[src/rtl/bt_resp_rx.sv]
// bt_resp_rx -- UART receiver and response-line parser for the RN-52 module.
//
// Receives 8N1 serial data on RX, assembles LF-terminated response lines and
// classifies each completed line as "AOK", "ERR" or other. The command
// sequencer uses the one-cycle resp_rcvd strobe to advance.
//
// Parameters:
//   BAUD_DIV  clk cycles per bit (default 434 = 50 MHz / 115200)
//   BUF_DEPTH leading characters of each line kept for classification (>= 3)
//
// Ports:
//   clk        system clock
//   rst_n      asynchronous active-low reset
//   RX         serial data from RN-52, idle high, asynchronous to clk
//   rx_data    last good received byte
//   rx_rdy     one-cycle strobe, rx_data valid
//   frame_err  one-cycle strobe, stop bit sampled low (byte discarded)
//   resp_rcvd  one-cycle strobe, non-empty line completed
//   resp_ok    last completed line began "AOK"
//   resp_err   last completed line began "ERR"
//   line_len   char count of last line, CR/LF excluded, saturates at 255
//   resp_to    (BT_RESP_TIMEOUT_EN only) one-cycle strobe, partial line
//              dropped after 20 bit times of silence
//
// Optional feature macro: BT_RESP_TIMEOUT_EN

module bt_resp_rx #(
  parameter int unsigned BAUD_DIV  = 434,
  parameter int unsigned BUF_DEPTH = 4
) (
  input  logic       clk,
  input  logic       rst_n,
  input  logic       RX,
  output logic [7:0] rx_data,
  output logic       rx_rdy,
  output logic       frame_err,
  output logic       resp_rcvd,
  output logic       resp_ok,
  output logic       resp_err,
  output logic [7:0] line_len
`ifdef BT_RESP_TIMEOUT_EN
  ,
  output logic       resp_to
`endif
);

  typedef enum logic [2:0] {
    S_IDLE,
    S_START,
    S_DATA,
    S_STOP,
    S_BREAK
  } uart_state_e;

  // Counter expires at zero, so reload values are one less than the period.
  localparam logic [15:0] BIT_RELOAD  = 16'(BAUD_DIV - 1);
  localparam logic [15:0] HALF_RELOAD = 16'((BAUD_DIV / 2) - 1);

  localparam logic [7:0] CH_CR = 8'h0D;
  localparam logic [7:0] CH_LF = 8'h0A;

  // --------------------------------------------------------------------------
  // Input synchronizer, preset to idle so reset release never fakes a start.
  // --------------------------------------------------------------------------
  logic rx_meta_q, rx_sync_q;

  always_ff @(posedge clk or negedge rst_n) begin
    if (!rst_n) begin
      rx_meta_q <= 1'b1;
      rx_sync_q <= 1'b1;
    end else begin
      rx_meta_q <= RX;
      rx_sync_q <= rx_meta_q;
    end
  end

  // --------------------------------------------------------------------------
  // UART receive FSM
  // --------------------------------------------------------------------------
  uart_state_e state_q;
  logic [15:0] baud_q;
  logic [2:0]  bit_idx_q;
  logic [7:0]  shift_q;
  logic [7:0]  rx_data_q;
  logic        rx_rdy_q;
  logic        frame_err_q;

  always_ff @(posedge clk or negedge rst_n) begin
    if (!rst_n) begin
      state_q     <= S_IDLE;
      baud_q      <= '0;
      bit_idx_q   <= '0;
      shift_q     <= '0;
      rx_data_q   <= '0;
      rx_rdy_q    <= 1'b0;
      frame_err_q <= 1'b0;
    end else begin
      rx_rdy_q    <= 1'b0;
      frame_err_q <= 1'b0;
      case (state_q)
        S_IDLE: begin
          if (!rx_sync_q) begin
            state_q <= S_START;
            baud_q  <= HALF_RELOAD;
          end
        end
        S_START: begin
          if (baud_q == '0) begin
            if (!rx_sync_q) begin
              state_q   <= S_DATA;
              bit_idx_q <= '0;
              baud_q    <= BIT_RELOAD;
            end else begin
              state_q <= S_IDLE;
            end
          end else begin
            baud_q <= baud_q - 16'd1;
          end
        end
        S_DATA: begin
          if (baud_q == '0) begin
            shift_q <= {rx_sync_q, shift_q[7:1]};
            baud_q  <= BIT_RELOAD;
            if (bit_idx_q == 3'd7) begin
              state_q <= S_STOP;
            end else begin
              bit_idx_q <= bit_idx_q + 3'd1;
            end
          end else begin
            baud_q <= baud_q - 16'd1;
          end
        end
        S_STOP: begin
          if (baud_q == '0) begin
            if (rx_sync_q) begin
              rx_data_q <= shift_q;
              rx_rdy_q  <= 1'b1;
              state_q   <= S_IDLE;
            end else begin
              frame_err_q <= 1'b1;
              state_q     <= S_BREAK;
            end
          end else begin
            baud_q <= baud_q - 16'd1;
          end
        end
        S_BREAK: begin
          if (rx_sync_q) begin
            state_q <= S_IDLE;
          end
        end
        default: state_q <= S_IDLE;
      endcase
    end
  end

  // --------------------------------------------------------------------------
  // Line assembler and classifier
  // --------------------------------------------------------------------------
  logic [7:0] cnt_q, cnt_d;
  logic [7:0] line_buf_q [BUF_DEPTH];
  logic [7:0] line_buf_d [BUF_DEPTH];
  logic       resp_rcvd_q, resp_rcvd_d;
  logic       resp_ok_q, resp_ok_d;
  logic       resp_err_q, resp_err_d;
  logic [7:0] line_len_q, line_len_d;
  logic       is_aok, is_err;

  assign is_aok = (cnt_q >= 8'd3) && (line_buf_q[0] == 8'h41) &&
                  (line_buf_q[1] == 8'h4F) && (line_buf_q[2] == 8'h4B);
  assign is_err = (cnt_q >= 8'd3) && (line_buf_q[0] == 8'h45) &&
                  (line_buf_q[1] == 8'h52) && (line_buf_q[2] == 8'h52);

`ifdef BT_RESP_TIMEOUT_EN
  localparam int unsigned TO_CYCLES = 20 * BAUD_DIV;
  localparam int unsigned TO_W      = $clog2(TO_CYCLES + 1);

  logic [TO_W-1:0] idle_q, idle_d;
  logic            resp_to_q, resp_to_d;
`endif

  always_comb begin
    cnt_d       = cnt_q;
    line_buf_d  = line_buf_q;
    resp_rcvd_d = 1'b0;
    resp_ok_d   = resp_ok_q;
    resp_err_d  = resp_err_q;
    line_len_d  = line_len_q;
`ifdef BT_RESP_TIMEOUT_EN
    idle_d      = '0;
    resp_to_d   = 1'b0;
`endif
    if (rx_rdy_q) begin
      if (rx_data_q == CH_CR) begin
        // CR carries no information for line framing
      end else if (rx_data_q == CH_LF) begin
        if (cnt_q != '0) begin
          resp_rcvd_d = 1'b1;
          line_len_d  = cnt_q;
          resp_ok_d   = is_aok;
          resp_err_d  = is_err;
          cnt_d       = '0;
          line_buf_d  = '{default: '0};
        end
      end else begin
        for (int unsigned i = 0; i < BUF_DEPTH; i++) begin
          if (32'(cnt_q) == i) begin
            line_buf_d[i] = rx_data_q;
          end
        end
        if (cnt_q != 8'hFF) begin
          cnt_d = cnt_q + 8'd1;
        end
      end
    end
`ifdef BT_RESP_TIMEOUT_EN
    // Silence only counts while a partial line is pending and the receiver
    // is idle; leaving IDLE (start bit) or taking a byte restarts it.
    else if ((cnt_q != '0) && (state_q == S_IDLE)) begin
      if (idle_q == TO_W'(TO_CYCLES - 1)) begin
        resp_to_d  = 1'b1;
        cnt_d      = '0;
        line_buf_d = '{default: '0};
      end else begin
        idle_d = idle_q + TO_W'(1);
      end
    end
`endif
  end

  always_ff @(posedge clk or negedge rst_n) begin
    if (!rst_n) begin
      cnt_q       <= '0;
      line_buf_q  <= '{default: '0};
      resp_rcvd_q <= 1'b0;
      resp_ok_q   <= 1'b0;
      resp_err_q  <= 1'b0;
      line_len_q  <= '0;
`ifdef BT_RESP_TIMEOUT_EN
      idle_q      <= '0;
      resp_to_q   <= 1'b0;
`endif
    end else begin
      cnt_q       <= cnt_d;
      line_buf_q  <= line_buf_d;
      resp_rcvd_q <= resp_rcvd_d;
      resp_ok_q   <= resp_ok_d;
      resp_err_q  <= resp_err_d;
      line_len_q  <= line_len_d;
`ifdef BT_RESP_TIMEOUT_EN
      idle_q      <= idle_d;
      resp_to_q   <= resp_to_d;
`endif
    end
  end

  assign rx_data   = rx_data_q;
  assign rx_rdy    = rx_rdy_q;
  assign frame_err = frame_err_q;
  assign resp_rcvd = resp_rcvd_q;
  assign resp_ok   = resp_ok_q;
  assign resp_err  = resp_err_q;
  assign line_len  = line_len_q;
`ifdef BT_RESP_TIMEOUT_EN
  assign resp_to   = resp_to_q;
`endif

endmodule

[config.mk]
export PLATFORM = sky130hd
export DESIGN_NAME = bt_resp_rx
export DESIGN_NICKNAME = d
export VERILOG_FILES = /design/src/rtl/bt_resp_rx.sv
export SDC_FILE = /design/constraint.sdc
export NUM_CORES = 1
export LEC_CHECK = 0
export ABC_AREA = 0
export CAP_MARGIN = 5
export CORE_ASPECT_RATIO = 0.75
export CORE_MARGIN = 2
export CORE_UTILIZATION = 53
export CTS_CLUSTER_SIZE = 14
export DETAILED_ROUTE_END_ITERATION = 10
export PLACE_DENSITY_LB_ADDON = 0.1
export SYNTH_ARGS = -nofsm -noshare
export SYNTH_HDL_FRONTEND = slang
export SYNTH_SLANG_ARGS = --single-unit
[constraint.sdc]
create_clock -name clk -period 2.1 [get_ports clk]
set_input_delay 0.42 -clock clk [delete_from_list [all_inputs] [get_ports clk]]
set_output_delay 0.42 -clock clk [all_outputs]
set_load 0.01 [all_outputs]
# After elaboration in Yosys (flattened, before gate mapping)
# Cells that the tools add are included.
[totals] register_bits=85 input_bits=3
[classes] add_sub_neg=3 eq_ne=28 reduce_logical=26 mux=39 bitwise=1 magnitude_cmp=1
[ops] operator="16-bit 2-to-1 mux" n=5
[ops] operator="32-bit 2-to-1 mux" n=2
[ops] operator="16-bit case mux with 4 select lines" n=1
[ops] operator="8-bit 2-to-1 mux" n=7
[ops] operator="8-bit by 7-bit == test with 1-bit output (second input constant)" n=6
[ops] operator="3-bit 2-to-1 mux" n=11
[ops] operator="4-bit AND reduction" n=6
[ops] operator="2-bit != test (second input constant)" n=9
[ops] operator="8-bit by 2-bit == test with 1-bit output (second input constant)" n=2
[ops] operator="8-bit by 4-bit == test with 1-bit output (second input constant)" n=2
[ops] operator="16-bit logical NOT" n=1
[ops] operator="16-bit by 1-bit subtractor with 16-bit output (second input constant)" n=1
[ops] operator="3-bit case mux with 5 select lines" n=1
[ops] operator="1-bit 2-to-1 mux" n=10
[ops] operator="2-bit nonzero test" n=5
[ops] operator="8-bit by 1-bit adder with 8-bit output (second input constant)" n=1
[ops] operator="8-bit by 1-bit == test with 1-bit output (second input constant)" n=1
[ops] operator="8-bit by 2-bit >= comparator with 1-bit output (second input constant)" n=1
[ops] operator="8-bit logical NOT" n=1
[ops] operator="8-bit != test (second input constant)" n=1
[ops] operator="8-bit nonzero test" n=1
[ops] operator="3-bit by 2-bit == test with 1-bit output (second input constant)" n=2
[ops] operator="3-bit == test (second input constant)" n=2
[ops] operator="1-bit logical AND" n=6
[ops] operator="13 further kinds" n=13

# Logic depth before layout (Yosys ltp)
[logic_depth] ltp_word=5 mapped_depth=9 ltp_nobuf=7

# Least setup slack after synthesis
# No wires, ideal clock.
[synth_path] path_kind="register to register" start="register rx_data_q[4] (netlist: rx_data[4])" end="register line_buf_q[10] (netlist name)" path_stages_with_launch=7 slack_ns=-0.188 n_path_buf=1 arrival_ns=2.161 setup_time_ns=0.127 path_cell_list="dfrtp_1 -> or4_4 -> or2_4 -> o311ai_4 -> or2_1 -> buf_4 -> mux2_1"
[synth_via] elab_chain_cells=3
[synth_rtl] element="from (decl)" line="84" text="logic [7:0] rx_data_q;"
[synth_rtl] element="from (signal assigned)" line="136" text="rx_data_q <= shift_q;"
[synth_rtl] element="8-bit by 4-bit == test with 1-bit output (on tied branches)" line="196, 194"
[synth_rtl] element="2-bit by 1-bit != test with 1-bit output (no source line) (tied with other cells)"
[synth_rtl] element="4-bit AND reduction (no source line)"
[synth_rtl] element="to (signal assigned)" line="245" text="line_buf_q <= line_buf_d;"
[synth_rtl] element="to (decl)" line="161" text="logic [7:0] line_buf_q [BUF_DEPTH];"
# Parallel ways exist; a longest one is shown, timed or not.
# A chain may end at the register's enable or synchronous reset.

# Final worst setup path
# Ends and elaborated chain as after synthesis.

==> reports/metrics.yaml <==
grt_pass1_vias: 3284
cts_root_buffer: "clkbuf_8"
fmax_ghz: 0.4488
tightest_slew_ns: 0.7839
grt_max_degree: 45
antenna_found_initial: 0
syn_avg_cell_area_um2: 11.19
dieHeight_um: 79.50
synth_nets: 370
setup_viol: 26
setup-tns-final_ns: -1.965
multi_input_area_um2: 2059
synthFlopType: "dfrtp_1"
slew_viol_final: 0
drive_gt1_share_pct: 36.05
switching_share_pct: 24.16
tritoncts: "done"
via_per_inst: 5.908
layout_common_cells: "dfrtp_1 (83), buf_4 (63), nand2_1 (34), mux2_2 (23), clkdlybuf4s50_1 (22)"
async_flop_share_pct: 100.0
final_nets: 471
hold_path_class: "reg2reg"
gr-total-overflow: 0
synth-seq-area-share_pct: 52.87
cap_violations: 0
pwr-share-comb_pct: 1.8
ir_worst_vdd_v: 0.0004580
remaining_drc_errors: 0
synth-edff-count: 0
fin_util_pct: 73.80
die-area_um2: 8320
io_buffers: 23
numCtsBuffers: 9
syn_inst: 360
vias: 3350
crit_fanout: 8
netlist_area_um2: 4028
internal_power_uw: 2099
clock_latency_ns: 0.36
period_needed_ns: 2.228
gp_congestion: 0.8680
relSlewSlack_pct: 47.39
die_w_um: 104.7
cts_num_sinks: 85
fin_crit_sh_pct: 106.1
htreeDepth: 3
track_usage_pct: 24.70
power.leakage_uw: 0.002584
violations: "negative setup slack"
wl_per_cell_um: 18.11
drt_wl_total_mm: 10.27
drt_iter0_markers: 182
place.detailed.hpwl_mm: 6.962
start_util_pct: 54.69
antenna_left: 0
yosys.area.top_type: "dfrtp_1"
seqPwrFrac_pct: 59.3
synth_top_area_share_pct: 51.57
final_common_cell: "dfrtp_1"
criticalPathCategory: "reg2reg"
p_clk_share_pct: 38.9
ios: 24
cts_max_path_buffers: 2
n_antenna_cell: 0
crit_arrival_ns: 2.46
synth_area_leaders: "dfrtp_1 (52%), mux2_2 (6.7%), mux2_1 (4.5%)"
setup_slack_ns: -0.1282
finClkSkew_ns: 0.01393
core_um2: 7365
rsz0062_at_grt: "yes"
grt_pass1_wl_mm: 16.25
finalHoldViolations: 0
dpl_worst_slack_ns: -0.1412
drt_pass1_iterations: 6
nFillCells: 518
path_clk_slew_ns: 0.09
status: "complete, but fails checks"
num_rows: 27
syn2layout_area_growth_pct: 34.95
ys_ff_latch: 85
critPathRequiredTime_ns: 2.33
power_density_nw_per_um2: 509.3
power.net_switching_uw: 668.9
synth_cell_types: 64
worstSetupStartpointType: "register"
end_kind: "register"
yosysWarnings: 0
ff_latch_area_um2: 2130
==> sequential cells by signal, summed over array words and instances, names as in the netlist <==
signal      cells
resp_rcvd       1
cnt_q           8
state_q         3
bit_idx_q       3
baud_q         16
frame_err       1
shift_q         8
rx_meta_q       1
resp_err        1
rx_rdy          1
rx_data         8
rx_sync_q       1
line_len        8
resp_ok         1
line_buf_q     24
==> critical path, stage by stage (launching register included) <==
cell	delay, ns
dfrtp_1	0.39
or4_4	0.56
or2_4	0.27
o311ai_4	0.26
or2_1	0.19
buf_12	0.13
mux2_1	0.32
==> layer usage <==
metal  track usage [%]  share of wire [%]
met2             38.95                 46
met4             5.200               0.98
met3             4.816                4.4
met1             35.96                 48
met5                 0                  0
==> cell usage after synthesis, types with 2 or more instances <==
cell type	instances
dfrtp_1	83
nor4_1	5
or4_1	4
nand2_1	36
nor4b_1	2
dfstp_2	2
mux2i_1	2
a311oi_1	4
nor3_1	8
nand4b_1	2
o211ai_1	4
o2111ai_1	3
or2_1	3
or4_4	2
clkbuf_1	4
o41ai_1	2
inv_1	11
nand3_1	11
mux2_2	24
and3_1	3
and2_1	4
buf_2	3
a21oi_1	12
a311o_1	2
mux2_1	16
ha_1	7
buf_4	3
nand3_2	2
nand4_2	2
a22o_1	6
nor2b_1	3
o31ai_1	3
or3_1	5
a31oi_1	6
o31a_1	2
o21ai_0	21
nor3b_1	2
nor2_1	20
==> metrics by stage <==
stage / area [µm²] / cells / hold slack, ns / power (µW)
floorplan: 4075 / 360 / 0.1244 / 1677
global placement: 4856 / 533 / 0.3395 / 1722
detailed placement: 4856 / 533 / 0.3485 / 1724
CTS: 5160 / 554 / 0.3678 / 2799
global route: 5435 / 567 / 0.3749 / 2872
finish: 5435 / 567 / 0.3681 / 2768
==> power by group through the flow <==
| stage | clock, µW | combinational, µW | sequential [µW] |
|---|---|---|---|
| 2_1_floorplan | 0 | 4.09 | 1670 |
| 4_1_cts | 1110 | 52.1 | 1640 |
| 3_3_place_gp | 0 | 48.9 | 1670 |
| 3_5_place_dp | 0 | 50.5 | 1670 |
| 5_1_grt | 1170 | 58.7 | 1640 |
| 6_report | 1080 | 50.0 | 1640 |
==> final cells by class <==
cell class                 instances  share of cell area, %
inverter                          12                 0.8748
timing repair buffer             101                  16.41
clock buffer                       9                  2.279
sequential                        85                  39.18
multi-input combinational        252                  37.89
clock inverter                     7                  1.036
tap                              101                  2.325
==> timing repair <==
| action | CTS | global route |
|---|---|---|
| cloned | 0 | 2 |
| gates resized for setup | 17 | 47 |
| endpoints found under the setup margin | 63 | 75 |
| endpoints found under the hold margin | 22 | 0 |
| hold buffers | 1 | 0 |
| buffers inserted | 4 | 13 |
| pin swaps | 3 | 13 |
==> cell families after synthesis <==
logic type      share of synthesized area, %
simple gates                           16.90
compound gates                         13.73
flops                                  52.87
fa+ha+maj                              2.174
mux                                    11.68
buf+inv                                2.640
==> path summary, 6_finish.rpt <==
kind	start	endpoint	slack, ns	cells after the start
max in group asynchronous	rst_n	rx_sync_q	0.95	3
worst max-delay path	rx_data[4]	line_buf_q[10]	-0.13	6
worst min register to register	rx_meta_q	rx_sync_q	0.37	0
min in group asynchronous	rst_n	line_buf_q[20]	0.51	2
worst max register to register	rx_data[4]	line_buf_q[10]	-0.13	6
worst min-delay path	rx_meta_q	rx_sync_q	0.37	0
Power figures use the tool's default switching activity.
